===== config.mk =====
export PLATFORM = sky130hd
export DESIGN_NAME = id_ex_stage_flat
export DESIGN_NICKNAME = d
export VERILOG_FILES = /design/src/rtl/id_ex_stage_if.sv /design/src/rtl/id_ex_stage.sv /design/src/flat_wrapper.sv
export SDC_FILE = /design/constraint.sdc
export NUM_CORES = 1
export LEC_CHECK = 0
export CAP_MARGIN = 10
export CORE_UTILIZATION = 25
export CTS_CLUSTER_SIZE = 16
export DETAILED_ROUTE_END_ITERATION = 8
export SLEW_MARGIN = 20
export SYNTH_ARGS = -nofsm -noshare
export SYNTH_HDL_FRONTEND = slang
export SYNTH_SLANG_ARGS = --single-unit
export TNS_END_PERCENT = 50

===== constraint.sdc =====
create_clock -name i_clock -period 3.7 [get_ports i_clock]
set_input_delay 0.74 -clock i_clock [delete_from_list [all_inputs] [get_ports i_clock]]
set_output_delay 0.74 -clock i_clock [all_outputs]
set_load 0.005 [all_outputs]

===== src/rtl/id_ex_stage_if.sv =====
// ID/EX pipeline-register bus: ID-stage operands in, registered EX-stage operands out.
// o_valid = 1 marks a real instruction in EX; o_valid = 0 marks a bubble.
interface id_ex_stage_if #(
  parameter int NB_CONTROL = 18,
  parameter int NB_DATA    = 32,
  parameter int NB_REG     = 5,
  parameter int NB_COUNT   = 16
);
  logic                  i_enable;
  logic                  i_flush;
  logic [NB_CONTROL-1:0] i_control;
  logic [NB_DATA-1:0]    i_pc;
  logic [NB_DATA-1:0]    i_rs_data;
  logic [NB_DATA-1:0]    i_rt_data;
  logic [NB_DATA-1:0]    i_imm_ext;
  logic [NB_REG-1:0]     i_rs_addr;
  logic [NB_REG-1:0]     i_rt_addr;
  logic [NB_REG-1:0]     i_rd_addr;
  logic [NB_REG-1:0]     i_shamt;
  logic                  o_stall;
  logic [NB_CONTROL-1:0] o_control;
  logic [NB_DATA-1:0]    o_pc;
  logic [NB_DATA-1:0]    o_rs_data;
  logic [NB_DATA-1:0]    o_rt_data;
  logic [NB_DATA-1:0]    o_imm_ext;
  logic [NB_REG-1:0]     o_rs_addr;
  logic [NB_REG-1:0]     o_rt_addr;
  logic [NB_REG-1:0]     o_rd_addr;
  logic [NB_REG-1:0]     o_shamt;
  logic                  o_valid;
  logic [NB_COUNT-1:0]   o_bubble_count;

  modport master (
    output i_enable, i_flush, i_control, i_pc, i_rs_data, i_rt_data, i_imm_ext,
           i_rs_addr, i_rt_addr, i_rd_addr, i_shamt,
    input  o_stall, o_control, o_pc, o_rs_data, o_rt_data, o_imm_ext,
           o_rs_addr, o_rt_addr, o_rd_addr, o_shamt, o_valid, o_bubble_count
  );

  modport slave (
    input  i_enable, i_flush, i_control, i_pc, i_rs_data, i_rt_data, i_imm_ext,
           i_rs_addr, i_rt_addr, i_rd_addr, i_shamt,
    output o_stall, o_control, o_pc, o_rs_data, o_rt_data, o_imm_ext,
           o_rs_addr, o_rt_addr, o_rd_addr, o_shamt, o_valid, o_bubble_count
  );
endinterface


===== src/rtl/id_ex_stage.sv =====
// ID/EX pipeline register with load-use hazard detection, bubble insertion
// and a saturating bubble counter.
module id_ex_stage #(
  parameter int NB_CONTROL = 18,
  parameter int NB_DATA    = 32,
  parameter int NB_REG     = 5,
  parameter int NB_COUNT   = 16
) (
  input  logic          i_clock,
  input  logic          i_reset,
  id_ex_stage_if.slave  bus
);
  localparam int MEM_READ_BIT = 15;

  logic [NB_CONTROL-1:0] control_q, control_d;
  logic [NB_DATA-1:0]    pc_q, pc_d, rs_data_q, rs_data_d;
  logic [NB_DATA-1:0]    rt_data_q, rt_data_d, imm_ext_q, imm_ext_d;
  logic [NB_REG-1:0]     rs_addr_q, rs_addr_d, rt_addr_q, rt_addr_d;
  logic [NB_REG-1:0]     rd_addr_q, rd_addr_d, shamt_q, shamt_d;
  logic                  valid_q, valid_d;
  logic [NB_COUNT-1:0]   count_q, count_d;
  logic                  hazard;
  logic                  bubble;

  // Load in EX whose destination is read by ID; not qualified by opcode.
  assign hazard = valid_q & control_q[MEM_READ_BIT] & (rt_addr_q != '0) &
                  ((rt_addr_q == bus.i_rs_addr) | (rt_addr_q == bus.i_rt_addr));
  assign bubble = bus.i_flush | hazard;

  assign bus.o_stall = hazard & bus.i_enable & ~bus.i_flush;

  always_comb begin
    control_d = control_q;
    pc_d      = pc_q;
    rs_data_d = rs_data_q;
    rt_data_d = rt_data_q;
    imm_ext_d = imm_ext_q;
    rs_addr_d = rs_addr_q;
    rt_addr_d = rt_addr_q;
    rd_addr_d = rd_addr_q;
    shamt_d   = shamt_q;
    valid_d   = valid_q;
    count_d   = count_q;
    if (bus.i_enable) begin
      pc_d      = bus.i_pc;
      rs_data_d = bus.i_rs_data;
      rt_data_d = bus.i_rt_data;
      imm_ext_d = bus.i_imm_ext;
      rs_addr_d = bus.i_rs_addr;
      rt_addr_d = bus.i_rt_addr;
      rd_addr_d = bus.i_rd_addr;
      shamt_d   = bus.i_shamt;
      if (bubble) begin
        control_d = '0;
        valid_d   = 1'b0;
        if (count_q != '1) count_d = count_q + NB_COUNT'(1);
      end else begin
        control_d = bus.i_control;
        valid_d   = 1'b1;
      end
    end
  end

  always_ff @(posedge i_clock) begin
    if (!i_reset) begin
      control_q <= '0;
      pc_q      <= '0;
      rs_data_q <= '0;
      rt_data_q <= '0;
      imm_ext_q <= '0;
      rs_addr_q <= '0;
      rt_addr_q <= '0;
      rd_addr_q <= '0;
      shamt_q   <= '0;
      valid_q   <= 1'b0;
      count_q   <= '0;
    end else begin
      control_q <= control_d;
      pc_q      <= pc_d;
      rs_data_q <= rs_data_d;
      rt_data_q <= rt_data_d;
      imm_ext_q <= imm_ext_d;
      rs_addr_q <= rs_addr_d;
      rt_addr_q <= rt_addr_d;
      rd_addr_q <= rd_addr_d;
      shamt_q   <= shamt_d;
      valid_q   <= valid_d;
      count_q   <= count_d;
    end
  end

  assign bus.o_control      = control_q;
  assign bus.o_pc           = pc_q;
  assign bus.o_rs_data      = rs_data_q;
  assign bus.o_rt_data      = rt_data_q;
  assign bus.o_imm_ext      = imm_ext_q;
  assign bus.o_rs_addr      = rs_addr_q;
  assign bus.o_rt_addr      = rt_addr_q;
  assign bus.o_rd_addr      = rd_addr_q;
  assign bus.o_shamt        = shamt_q;
  assign bus.o_valid        = valid_q;
  assign bus.o_bubble_count = count_q;
endmodule


===== src/flat_wrapper.sv =====
// flat-port wrapper written by rule: the top's interface ports become plain ports
module id_ex_stage_flat 
#(
  parameter int NB_CONTROL = 18,
  parameter int NB_DATA    = 32,
  parameter int NB_REG     = 5,
  parameter int NB_COUNT   = 16
)
  (i_clock, i_reset, bus_i_enable, bus_i_flush, bus_i_control, bus_i_pc, bus_i_rs_data, bus_i_rt_data, bus_i_imm_ext, bus_i_rs_addr, bus_i_rt_addr, bus_i_rd_addr, bus_i_shamt, bus_o_stall, bus_o_control, bus_o_pc, bus_o_rs_data, bus_o_rt_data, bus_o_imm_ext, bus_o_rs_addr, bus_o_rt_addr, bus_o_rd_addr, bus_o_shamt, bus_o_valid, bus_o_bubble_count);
  id_ex_stage_if #(.NB_CONTROL(NB_CONTROL), .NB_DATA(NB_DATA), .NB_REG(NB_REG), .NB_COUNT(NB_COUNT)) bus_i ();
  input  logic i_clock;
  input  logic i_reset;
  input wire logic [$bits(bus_i.i_enable)-1:0] bus_i_enable;
  input wire logic [$bits(bus_i.i_flush)-1:0] bus_i_flush;
  input wire logic [$bits(bus_i.i_control)-1:0] bus_i_control;
  input wire logic [$bits(bus_i.i_pc)-1:0] bus_i_pc;
  input wire logic [$bits(bus_i.i_rs_data)-1:0] bus_i_rs_data;
  input wire logic [$bits(bus_i.i_rt_data)-1:0] bus_i_rt_data;
  input wire logic [$bits(bus_i.i_imm_ext)-1:0] bus_i_imm_ext;
  input wire logic [$bits(bus_i.i_rs_addr)-1:0] bus_i_rs_addr;
  input wire logic [$bits(bus_i.i_rt_addr)-1:0] bus_i_rt_addr;
  input wire logic [$bits(bus_i.i_rd_addr)-1:0] bus_i_rd_addr;
  input wire logic [$bits(bus_i.i_shamt)-1:0] bus_i_shamt;
  output wire logic [$bits(bus_i.o_stall)-1:0] bus_o_stall;
  output wire logic [$bits(bus_i.o_control)-1:0] bus_o_control;
  output wire logic [$bits(bus_i.o_pc)-1:0] bus_o_pc;
  output wire logic [$bits(bus_i.o_rs_data)-1:0] bus_o_rs_data;
  output wire logic [$bits(bus_i.o_rt_data)-1:0] bus_o_rt_data;
  output wire logic [$bits(bus_i.o_imm_ext)-1:0] bus_o_imm_ext;
  output wire logic [$bits(bus_i.o_rs_addr)-1:0] bus_o_rs_addr;
  output wire logic [$bits(bus_i.o_rt_addr)-1:0] bus_o_rt_addr;
  output wire logic [$bits(bus_i.o_rd_addr)-1:0] bus_o_rd_addr;
  output wire logic [$bits(bus_i.o_shamt)-1:0] bus_o_shamt;
  output wire logic [$bits(bus_i.o_valid)-1:0] bus_o_valid;
  output wire logic [$bits(bus_i.o_bubble_count)-1:0] bus_o_bubble_count;
  assign bus_i.i_enable = bus_i_enable;
  assign bus_i.i_flush = bus_i_flush;
  assign bus_i.i_control = bus_i_control;
  assign bus_i.i_pc = bus_i_pc;
  assign bus_i.i_rs_data = bus_i_rs_data;
  assign bus_i.i_rt_data = bus_i_rt_data;
  assign bus_i.i_imm_ext = bus_i_imm_ext;
  assign bus_i.i_rs_addr = bus_i_rs_addr;
  assign bus_i.i_rt_addr = bus_i_rt_addr;
  assign bus_i.i_rd_addr = bus_i_rd_addr;
  assign bus_i.i_shamt = bus_i_shamt;
  assign bus_o_stall = bus_i.o_stall;
  assign bus_o_control = bus_i.o_control;
  assign bus_o_pc = bus_i.o_pc;
  assign bus_o_rs_data = bus_i.o_rs_data;
  assign bus_o_rt_data = bus_i.o_rt_data;
  assign bus_o_imm_ext = bus_i.o_imm_ext;
  assign bus_o_rs_addr = bus_i.o_rs_addr;
  assign bus_o_rt_addr = bus_i.o_rt_addr;
  assign bus_o_rd_addr = bus_i.o_rd_addr;
  assign bus_o_shamt = bus_i.o_shamt;
  assign bus_o_valid = bus_i.o_valid;
  assign bus_o_bubble_count = bus_i.o_bubble_count;
  id_ex_stage #(.NB_CONTROL(NB_CONTROL), .NB_DATA(NB_DATA), .NB_REG(NB_REG), .NB_COUNT(NB_COUNT)) u_core (.i_clock(i_clock), .i_reset(i_reset), .bus(bus_i));
endmodule

==> results_dict.tcl, run 1 <==
set metrics [dict create \
    outcome "complete, but fails checks" \
    violations "design-rule violations" \
    drt_iter0_markers 284 \
    vias_per_cell 4.34 \
    clock_sinks 183 \
    grtUsageTotal_pct 15.0 \
    critical_path.max_fanout 3 \
    synthFlopType "dfxtp_1" \
    die_y_um 166 \
    wl_mm 20.9 \
    tightest_slew_ns 0.983 \
    yosys.area_share.adder_pct 0.187 \
    antenna_found_initial 0 \
    ys_seq_elements 183 \
    yosysWarnings 0 \
    cts_tree "done" \
    cp.arrival_ns 2.72 \
    endpoint_kind "output port" \
    rows 59 \
    grt-ovfl-total 0 \
    dpl.cell_count 1293 \
    cts-resized-gates 0 \
    maxCapViolCount 0 \
    yosys.area_share.simple_pct 12.8 \
    final-hold-violation-count 0 \
    synth_top_family_by_area "multiplexers" \
    synth_edf_count 0 \
    ant_nets 0 \
    clock.fmax_ghz 0.289 \
    synth_top_cell_by_area "dfxtp_1" \
    crit_start "bus_i_rs_addr[3]" \
    grt_pass1_vias 5639 \
    cts_buffers 17 \
    fin_crit_ns 3.46 \
    dp_hpwl_mm 14.8 \
    insertedDiodeCount 0 \
    r2r-start "u_core.bus.o_bubble_count[0]$_SDFFE_PN0P_" \
    synth_compound_area_share_pct 5.60 \
    relSlewSlack_pct 34.5 \
    final_cell_count_no_fill 1325 \
    rsz0062_at_grt "false" \
    synth_cells 641 \
    postLayoutCoreUtil_pct 42.5 \
    hold_buffers 0 \
    yosysMostFrequentCell "dfxtp_1" \
    port_buffers 353 \
    setup-tns-final_ns 0 \
    fill_cells 2522 \
    avgSynthCellArea_um2 10.5 \
    io_pins 354 \
    start_util_pct 25.6 \
    grt_max_degree 90 \
    synth.distinct_cells 39 \
    dr_total_vias 5747 \
    area_delta_synth_final_pct 65.9 \
    place.gp.congestion 0.740 \
    synth_xor_area_share_pct 1.57 \
    power_w 0.00465 \
    synthMuxAreaShare_pct 22.2 \
    dieArea_um2 27500 \
    grt_pass1_wl_mm 32.2 \
    htreeDepth 4 \
    path_class "input port to output port" \
    setup_viol 0 \
    yosys-top-cells-area "dfxtp_1, mux2i_1, nor2_1, a22o_1, xnor2_1" \
    cp_data_required_time_ns 2.96 \
    wire_per_inst_um 15.8 \
    power_density_nw_per_um2 417 \
    power.leakage_nw 4.48 \
    synth_commonest_cells "dfxtp_1, nor2_1, mux2i_1, clkbuf_1, a22o_1" \
    clockBufferDepth 2 \
    worstSetupStartpointType "input port" \
    drive_above_1_share_pct 4.44 \
    synth_area_um2 6710 \
    ys_seq_area_share_pct 54.6 \
    die_width_um 166 \
    skew_ns 0.0114 \
    root_buffer "clkbuf_16" \
    post_cts_buffers 0 \
    hp-start "u_core.bus.o_control[14]$_SDFFE_PN0P_" \
    peakVddDrop_mv 0.220 \
    syn_nets 812 \
    clkLatencyLatePin_ns 0.42 \
    whs_ns 0.481 \
    async_reset_ff_share_pct 0 \
    drc 18 \
    finalCritPeriodShare_pct 93.5 \
    detail_route.first_pass.iterations 7 \
    synth_top_cell_area_share_pct 54.6 \
    path_clk_slew_ns 0.07 \
    slew_violations 0 \
    coreArea_um2 26200 \
    final_nets 1148 \
    min_path_type "flip-flop to flip-flop" \
]
==> final timing paths <==
path | endpoint | slack [ns] | depth (start not counted)
worst max-delay path | bus_o_stall | 0.24 | 7
worst min-delay path | u_core.bus.o_control[14]$_SDFFE_PN0P_ | 0.48 | 1
worst max register to register | u_core.bus.o_bubble_count[15]$_SDFFE_PN0P_ | 1.27 | 7
worst min register to register | u_core.bus.o_control[14]$_SDFFE_PN0P_ | 0.48 | 1
==> worst max-delay path, stage by stage <==
cell             delay, ns
clkdlybuf4s50_1       0.44
xnor2_1               0.28
nand3_1               0.16
o22ai_2               0.24
nand2_1               0.10
nor3b_1               0.21
clkdlybuf4s50_1       0.54
==> cells by family after synthesis <==
logic type      Yosys count
compound gates           52
flops                   183
mux                     149
simple gates            199
buf+inv                  45
xor+xnor                 12
fa+ha+maj                 1
==> layout make-up <==
type,instances,area [um2],area share [%]
flip-flops and latches,183,3660,32.9
clock buffers,18,439,3.95
inverters,5,21.3,0.191
well taps,335,419,3.77
multi-input cells,413,2850,25.6
clock inverters,14,159,1.43
repair buffers,357,3580,32.2
==> layer usage <==
layer / part of all wire (%) / routed length (um) / track usage, %
met3: 7.6 / 1590 / 4.81
met1: 43 / 8930 / 17.9
met4: 1.1 / 235 / 4.47
met2: 48 / 10100 / 25.6
met5: 0 / 0 / 0
==> cell usage in the layout (no fill, tap or decap), types with 3 or more instances in the layout <==
cell type / Yosys / final
nor2_1: 154 / 153
clkinv_8: 0 / 4
a21oi_1: 13 / 13
buf_4: 0 / 3
clkinv_4: 0 / 3
or3_1: 6 / 6
inv_8: 0 / 4
clkbuf_16: 0 / 17
nand3_1: 7 / 7
mux2i_1: 149 / 149
dfxtp_1: 183 / 183
inv_1: 4 / 4
nand2_1: 11 / 11
nand4_1: 6 / 6
o21ai_1: 3 / 3
a22o_1: 18 / 18
xnor2_1: 11 / 11
o21ai_0: 4 / 4
clkdlybuf4s50_1: 0 / 352
o31ai_1: 4 / 4
or4_1: 4 / 4
==> through the flow <==
| step | cell area, um2 | setup WS (ns) |
|---|---|---|
| finish | 11100 | 0.241 |
| global route | 11100 | 0.105 |
| CTS | 11100 | 0.227 |
| detailed placement | 10500 | 0.234 |
| global placement | 10500 | 0.296 |
| floorplan | 6710 | 1.21 |
==> state kept, by name (all words and copies together) (netlist names) <==
register                   flops
u_core.bus.o_imm_ext          32
u_core.bus.o_pc               32
u_core.bus.o_rs_data          32
u_core.bus.o_rt_data          32
u_core.bus.o_control          18
u_core.bus.o_bubble_count     16
u_core.bus.o_rd_addr           5
u_core.bus.o_rs_addr           5
u_core.bus.o_rt_addr           5
u_core.bus.o_shamt             5
u_core.bus.o_valid             1
==> report_power, final <==
group          total (W)  switching [W]  internal, W
Clock            0.00183       0.000902     0.000927
Combinational   0.000683       0.000242     0.000441
Sequential       0.00213      0.0000597      0.00207
Total            0.00465        0.00120      0.00344
(Power assumes the default switching activity.)
==> inputs of run 2 (changes only) <==
Settings changed: ABC_AREA from default to 0.
==> results of run 2 <==
No change in the layout: final DEF, timing and power equal those of run 1.
